### src/rtl/mul_arbiter.sv
`default_nettype none
// +------------------------------------------------------------------------+
// | mul_arbiter: round-robin sharing of one multiplier among NREQ ports    |
// | Rev 1.0 - initial release                                              |
// +------------------------------------------------------------------------+
module mul_arbiter #(
  parameter int unsigned WIDTH   = 24,
  parameter int unsigned NREQ    = 4,
  parameter int unsigned TIMEOUT = 64
) (
  input  logic                  clk_i,
  input  logic                  rst_ni,
  input  logic [NREQ-1:0]       req_valid_i,
  output logic [NREQ-1:0]       req_ready_o,
  input  logic [NREQ*WIDTH-1:0] req_rs1_i,
  input  logic [NREQ*WIDTH-1:0] req_rs2_i,
  output logic [NREQ-1:0]       resp_valid_o,
  output logic [WIDTH-1:0]      resp_result_o,
  output logic                  resp_err_o,
  output logic                  busy_o,
  output logic [WIDTH-1:0]      mul_rs1_o,
  output logic [WIDTH-1:0]      mul_rs2_o,
  output logic                  mul_start_o,
  input  logic [WIDTH-1:0]      mul_result_i,
  input  logic                  mul_valid_i,
  input  logic                  mul_busy_i
);

  localparam int unsigned C_PW = (NREQ > 1) ? $clog2(NREQ) : 1;
  localparam int unsigned C_CW = $clog2(TIMEOUT);

  typedef enum logic [1:0] {
    S_IDLE  = 2'd0,
    S_ISSUE = 2'd1,
    S_WAIT  = 2'd2,
    S_RESP  = 2'd3
  } state_t;

  state_t            state_q, state_d;
  logic [C_PW-1:0]   ptr_q, ptr_d;
  logic [C_PW-1:0]   owner_q, owner_d;
  logic [C_CW-1:0]   cnt_q, cnt_d;
  logic [WIDTH-1:0]  rs1_q, rs1_d;
  logic [WIDTH-1:0]  rs2_q, rs2_d;
  logic [WIDTH-1:0]  res_q, res_d;
  logic              err_q, err_d;
  logic              start_q, start_d;
  logic              busy_q, busy_d;

  logic              grant_found;
  logic [C_PW-1:0]   grant_idx;
  logic              accept;

  // First pending request at or above ptr, wrapping past NREQ-1 back to 0.
  always_comb begin
    int unsigned idx;
    idx         = 0;
    grant_found = 1'b0;
    grant_idx   = '0;
    for (int unsigned k = 0; k < NREQ; k++) begin
      idx = 32'(ptr_q) + k;
      if (idx >= NREQ) idx = idx - NREQ;
      if (!grant_found && req_valid_i[idx[C_PW-1:0]]) begin
        grant_found = 1'b1;
        grant_idx   = idx[C_PW-1:0];
      end
    end
  end

  assign accept = (state_q == S_IDLE) && !mul_busy_i && grant_found;

  always_comb begin
    for (int unsigned i = 0; i < NREQ; i++) begin
      req_ready_o[i]  = accept && (grant_idx == C_PW'(i));
      resp_valid_o[i] = (state_q == S_RESP) && (owner_q == C_PW'(i));
    end
  end

  always_comb begin
    state_d = state_q;
    ptr_d   = ptr_q;
    owner_d = owner_q;
    cnt_d   = cnt_q;
    rs1_d   = rs1_q;
    rs2_d   = rs2_q;
    res_d   = res_q;
    err_d   = err_q;
    start_d = 1'b0;
    case (state_q)
      S_IDLE: begin
        if (accept) begin
          owner_d = grant_idx;
          ptr_d   = (grant_idx == C_PW'(NREQ - 1)) ? '0 : grant_idx + C_PW'(1);
          rs1_d   = req_rs1_i[grant_idx*WIDTH +: WIDTH];
          rs2_d   = req_rs2_i[grant_idx*WIDTH +: WIDTH];
          start_d = 1'b1;
          state_d = S_ISSUE;
        end
      end
      S_ISSUE: begin
        cnt_d   = '0;
        state_d = S_WAIT;
      end
      S_WAIT: begin
        // A completion in the final watchdog cycle still counts as success.
        if (mul_valid_i) begin
          res_d   = mul_result_i;
          err_d   = 1'b0;
          state_d = S_RESP;
        end else if (cnt_q == C_CW'(TIMEOUT - 1)) begin
          res_d   = '0;
          err_d   = 1'b1;
          state_d = S_RESP;
        end else begin
          cnt_d = cnt_q + C_CW'(1);
        end
      end
      S_RESP: begin
        state_d = S_IDLE;
      end
      default: begin
        state_d = S_IDLE;
      end
    endcase
    busy_d = (state_d != S_IDLE);
  end

  always_ff @(posedge clk_i or negedge rst_ni) begin
    if (!rst_ni) begin
      state_q <= S_IDLE;
      ptr_q   <= '0;
      owner_q <= '0;
      cnt_q   <= '0;
      rs1_q   <= '0;
      rs2_q   <= '0;
      res_q   <= '0;
      err_q   <= 1'b0;
      start_q <= 1'b0;
      busy_q  <= 1'b0;
    end else begin
      state_q <= state_d;
      ptr_q   <= ptr_d;
      owner_q <= owner_d;
      cnt_q   <= cnt_d;
      rs1_q   <= rs1_d;
      rs2_q   <= rs2_d;
      res_q   <= res_d;
      err_q   <= err_d;
      start_q <= start_d;
      busy_q  <= busy_d;
    end
  end

  assign resp_result_o = (state_q == S_RESP) ? res_q : '0;
  assign resp_err_o    = (state_q == S_RESP) && err_q;
  assign busy_o        = busy_q;
  assign mul_rs1_o     = rs1_q;
  assign mul_rs2_o     = rs2_q;
  assign mul_start_o   = start_q;

endmodule
`default_nettype wire
### config.mk
export PLATFORM = sky130hd
export DESIGN_NAME = mul_arbiter
export DESIGN_NICKNAME = d
export VERILOG_FILES = /design/src/rtl/mul_arbiter.sv
export SDC_FILE = /design/constraint.sdc
export NUM_CORES = 1
export LEC_CHECK = 0
export CAP_MARGIN = 10
export CORE_AREA = 2 2 119 121
export CTS_CLUSTER_DIAMETER = 80
export CTS_CLUSTER_SIZE = 12
export DETAILED_ROUTE_END_ITERATION = 10
export DIE_AREA = 0 0 121 123
export PLACE_DENSITY = 0.88
export SYNTH_ARGS = -nofsm -noshare
export SYNTH_HDL_FRONTEND = slang
export SYNTH_SLANG_ARGS = --single-unit
### constraint.sdc
create_clock -name clk_i -period 2.8 [get_ports clk_i]
set_input_delay 0.56 -clock clk_i [delete_from_list [all_inputs] [get_ports clk_i]]
set_output_delay 0.56 -clock clk_i [all_outputs]
set_load 0.01 [all_outputs]
Word level (Yosys, flattened, before mapping)
Cells that the tools add are included.
- order comparisons: 8
- add/sub/neg operators: 9
- equal/unequal tests: 12
- reduce and logical (&&, ||, !) cells: 27
- shift operators: 2
- multiplexer cells: 35
- $mul: 1
- operator list (kind ; number):
    indexed part select 96 x 8 -> 24 bit ; 2
    two-way mux 24 bit ; 3
    two-way mux 2 bit ; 12
    logical AND 1 bit ; 14
    equality test 2 bit, second input constant ; 6
    less-than comparator 2 x 3 -> 1 bit, second input constant ; 4
    two-way mux 1 bit ; 12
    two-way mux 6 bit ; 2
    one-hot mux 6 bit (2 select lines) ; 1
    >= comparator 3 bit, second input constant ; 3
    binary-select mux 1 bit (select 2 bit) ; 4
    one-hot mux 2 bit (4 select lines) ; 1
    subtractor 2 x 1 -> 2 bit, second input constant ; 4
    adder 2 x 2 -> 3 bit, second input constant ; 2
    adder 6 x 1 -> 6 bit, second input constant ; 1
    equality test 2 x 1 -> 1 bit, second input constant ; 3
    equality test 6 bit, second input constant ; 1
    zero test 2 bit ; 3
    nonzero test 2 bit ; 3
    zero test 1 bit ; 4
    multiplier 2 x 2 -> 4 bit, second input constant ; 1
    inequality test 2 bit, second input constant ; 2
    AND reduction 2 bit ; 2
    adder 2 x 1 -> 3 bit, second input constant ; 1
    other kinds (3) ; 3
- input bits: 224
- word-level logic and storage cells: 104
- output and inout bits: 83
- register bits after elaboration: 87

Logic depth before layout (Yosys ltp)
- word-level depth: 18
- gate-level depth with buffers: 9

Least setup slack after synthesis
Ideal clock, no wire load.
- path type: input-to-output
- start point: in req_valid_i[3]
- end point: out req_ready_o[3]
- setup slack: 502 ps
- data arrival time: 1738 ps
- path buffers: 2
- data required time: 2240 ps
- stages: 8
- cell sequence: nand2b_1 a21oi_1 or3_1 buf_2 buf_4 inv_2 ha_1 and2_1
- word-level cells in the longest chain between the ends: 14
- elaborated cells between the ends (all ways): 25
- classes of those cells: 1 x eq/ne; 16 x mux; 8 x reduce/logical
- ends and longest elaborated chain (element ; line ; text):
    start, declared ; 13 ; input logic [NREQ-1:0] req_valid_i,
    binary-select mux 1 bit (select 2 bit) ; 63 ; if (!grant_found && req_valid_i[idx[C_PW-1:0]]) begin
    two-way mux 1 bit (not written as such) ; 63 ;
    two-way mux 1 bit ; 63 ;
    zero test 1 bit ; 63 ;
    logical AND 1 bit ; 63 ;
    two-way mux 1 bit ; 63 ;
    zero test 1 bit ; 63 ;
    logical AND 1 bit ; 63 ;
    two-way mux 1 bit ; 63 ;
    zero test 1 bit ; 63 ;
    logical AND 1 bit ; 63 ;
    two-way mux 2 bit / two-way mux 1 bit (equally long branches) ; 63 ;
    equality test 2 bit / logical AND 1 bit (equally long branches) ; 74, 70 ;
    logical AND 1 bit * ; 74 ; req_ready_o[i] = accept && (grant_idx == C_PW'(i));
    end, declared ; 14 ; output logic [NREQ-1:0] req_ready_o,
Every way passes the cells marked *; elsewhere a longest branch is shown, timed or not. The select of a mux whose other input is x is not followed.

Final worst setup path
- start point: in req_valid_i[3]
- end point: out req_ready_o[1]
- word-level cells in the longest chain between the ends: 14
- elaborated cells between the ends (all ways): 25
- classes of those cells: 1 x eq/ne; 16 x mux; 8 x reduce/logical
- ends and longest elaborated chain (element ; line):
    binary-select mux 1 bit (select 2 bit) ; 63
    two-way mux 1 bit (not written as such) ; 63
    two-way mux 1 bit ; 63
    zero test 1 bit ; 63
    logical AND 1 bit ; 63
    two-way mux 1 bit ; 63
    zero test 1 bit ; 63
    logical AND 1 bit ; 63
    two-way mux 1 bit ; 63
    zero test 1 bit ; 63
    logical AND 1 bit ; 63
    two-way mux 2 bit / two-way mux 1 bit (equally long branches) ; 63
    equality test 2 x 1 -> 1 bit / logical AND 1 bit (equally long branches) ; 74, 70
    logical AND 1 bit * ; 74
Marks and branches as above.

==> flow_summary.yaml <==
route:
  detail-route-antenna-nets: 0
  num_vias: 5346
  route.detailed.drc: 0
  dr.pass1.iters: 5
  viasPerCell: 5.35
  drtIter0Drc: 328
  wl_per_cell_um: 18.6
  finalWirelength_um: 18600
place:
  gp_congestion: 0.843
  io_buffer_count: 306
  hpwlAfterDp_um: 13700
  placed_area_sq_mm: 0.00846
power_and_ir_drop:
  power_mw: 7.40
  p_leak_nw: 3.66
  vdd_drop_max_uv: 470
  power_density_mw_per_mm2: 844
worst_setup_path:
  cp-end-kind: "output port"
  cp-start-kind: "primary input"
  r2r-start: "ptr_q[0]$_DFFE_PN0P_"
  crit_type: "in -> out"
  ff2ff_setup_slack_ns: 0.50
  critPathMaxFanout: 4
  worst_ep_arrival_time_ns: 2.10
  critPathLaunch: "req_valid_i[3]"
  critPathRequiredTime_ns: 2.24
yosys:
  synthesis.nets: 744
  yosysUniqueCellTypes: 43
  synth_flop_cell: "dfrtp_1"
  synth-seq-cells: 87
  ys_warn_count: 0
  synthArstFlopShare_pct: 100
  syn-cell-area_sq_mm: 0.00513
  ys_seq_area_share_pct: 42.5
  synth_area_per_cell_sq_um: 9.99
  syn_inst: 513
  synth_edf_count: 0
clocking:
  clk_path_buf_depth: 2
  clk_latency_ns: 0.35
  holdBufCountCts: 0
  cts.clk_slew.worst_paths_ns: 0.08
  root_buffer: "clkbuf_16"
  cts_max_level: 3
  cts_buffers: 9
  clock_sinks: 87
  cts_tree: "yes"
floorplan:
  start_util_pct: 37.7
  die_w_um: 121
  ios: 307
  core-area_sq_mm: 0.0136
  placementRows: 43
  die_area_sq_mm: 0.0149
  die_h_um: 123
sta:
  maxSlewViolCount: 0
  fmax_ghz: 0.376
  hold_slack_ns: 0.106
  rsz0062_at_grt: "false"
  finalSetupViolations: 0
  tns_ns: 0
  finalHoldViolCount: 0
  slew_headroom_pct: 49.9
  fin_skew_ns: 0.0161
  timing.final.crit_share_pct: 95.0
  worst-slew-pin-transition_ns: 0.751
  period_needed_ns: 2.66
global_route:
  grt_pass1_wl_um: 27800
  grt_pass1_vias: 5321
  gr-total-overflow: 0
  track_usage_pct: 24.0
  grt_max_degree: 54
  antenna_found_initial: 1
hold_path:
  hp-class: "in -> async"
finish:
  layout_commonest_cell: "clkdlybuf4s50_1"
  fill_cells: 1115
  drive_gt1_share_pct: 8.44
  syn2layout_area_growth_pct: 71.1
  stdcell_area_sq_mm: 0.00877
  finish.utilization_pct: 64.5
  mostFrequentLayoutCells: "clkdlybuf4s50_1, dfrtp_1, and2_1"
  nets: 1044
job:
  maxCapViolCount: 0
status:
  status: "finished clean"
## critical path, cell delays in order
cell,delay [ns]
dlygate4sd2_1,0.27
buf_4,0.14
or4_4,0.52
nand3b_4,0.12
buf_4,0.12
buf_4,0.10
nor3_1,0.04
clkdlybuf4s15_2,0.24
## cell families after synthesis
group	after synthesis	synth area share, %
AO/OA/AOI/OAI	145	21.1
XOR/XNOR	1	0.171
adder cells (fa/ha/maj)	7	1.71
flip-flops	87	42.5
multiplexers	52	10.2
AND/OR/NAND/NOR	164	18.2
buffers and inverters	57	6.20
## final cells by class
cell class                 instances  area [sq um]  share of cell area [%]
timing repair buffer             337          3360                    38.3
multi-input combinational        369          2680                    30.6
sequential                        87          2180                    24.8
clock buffer                       9           225                    2.57
tap                              180           225                    2.57
clock inverter                     7          63.8                   0.727
inverter                           9          36.3                   0.414
antenna                            1          2.50                  0.0285
## synthesized netlist by cell type (all sizes together) (2+ instances only)
cell	count	area, sq um
o21ai	5	25.0
nand3	49	245
ha	7	87.6
dfrtp	87	2180
o31ai	2	15.0
and3	4	25.0
and2	75	469
a22o	24	210
clkbuf	16	60.1
inv	9	36.3
o22ai	5	31.3
mux2i	52	521
a21oi	7	38.8
buf	32	221
nand2	13	56.3
nor2b	2	12.5
o211ai	47	393
nor3	2	10.0
a31oi	50	313
nand2b	5	31.3
nor2	7	26.3
## sequential cells by signal (all words and copies together), names as in the netlist
| signal | count |
|---|---|
| mul_rs1_o | 24 |
| ptr_q | 2 |
| busy_o | 1 |
| cnt_q | 6 |
| owner_q | 2 |
| err_q | 1 |
| state_q | 2 |
| mul_rs2_o | 24 |
| res_q | 24 |
| mul_start_o | 1 |
## worst paths after layout
check                                            end  depth (start not counted)
min reg2reg                     cnt_q[5]$_DFFE_PN0P_                          1
max                                   req_ready_o[1]                          8
max reg2reg                 mul_rs2_o[7]$_DFFE_PN0P_                          6
min in group clk_i              cnt_q[5]$_DFFE_PN0P_                          1
max in group asynchronous  mul_rs1_o[22]$_DFFE_PN0P_                          2
min                           owner_q[1]$_DFFE_PN0P_                          1
## metrics by stage
stage	instances	setup slack, ns
floorplan	513	0.502
global placement	979	-0.319
detailed placement	979	-0.346
CTS	998	0.128
global route	999	0.0700
finish	999	0.139
## timing repair
item                                    4_1_cts  5_1_grt
endpoints found under the setup margin        4        0
resized for setup                            13        0
setup buffers                                 3        0
## layer usage
metal | track usage [%] | up-vias | share of wire [%]
li1 | - | 2504 | -
met1 | 29.4 | 2567 | 40
met2 | 41.7 | 244 | 51
met3 | 5.26 | 31 | 7.2
met4 | 8.50 | 0 | 2.2
met5 | 0 | - | 0
## where the power goes
part	switching [mW]	leakage (nW)	internal [mW]
clock	0.559	0.137	0.624
combinational	1.94	2.43	2.16
sequential	0.300	1.09	1.82
Note: power is estimated with default switching activity, not from simulation.
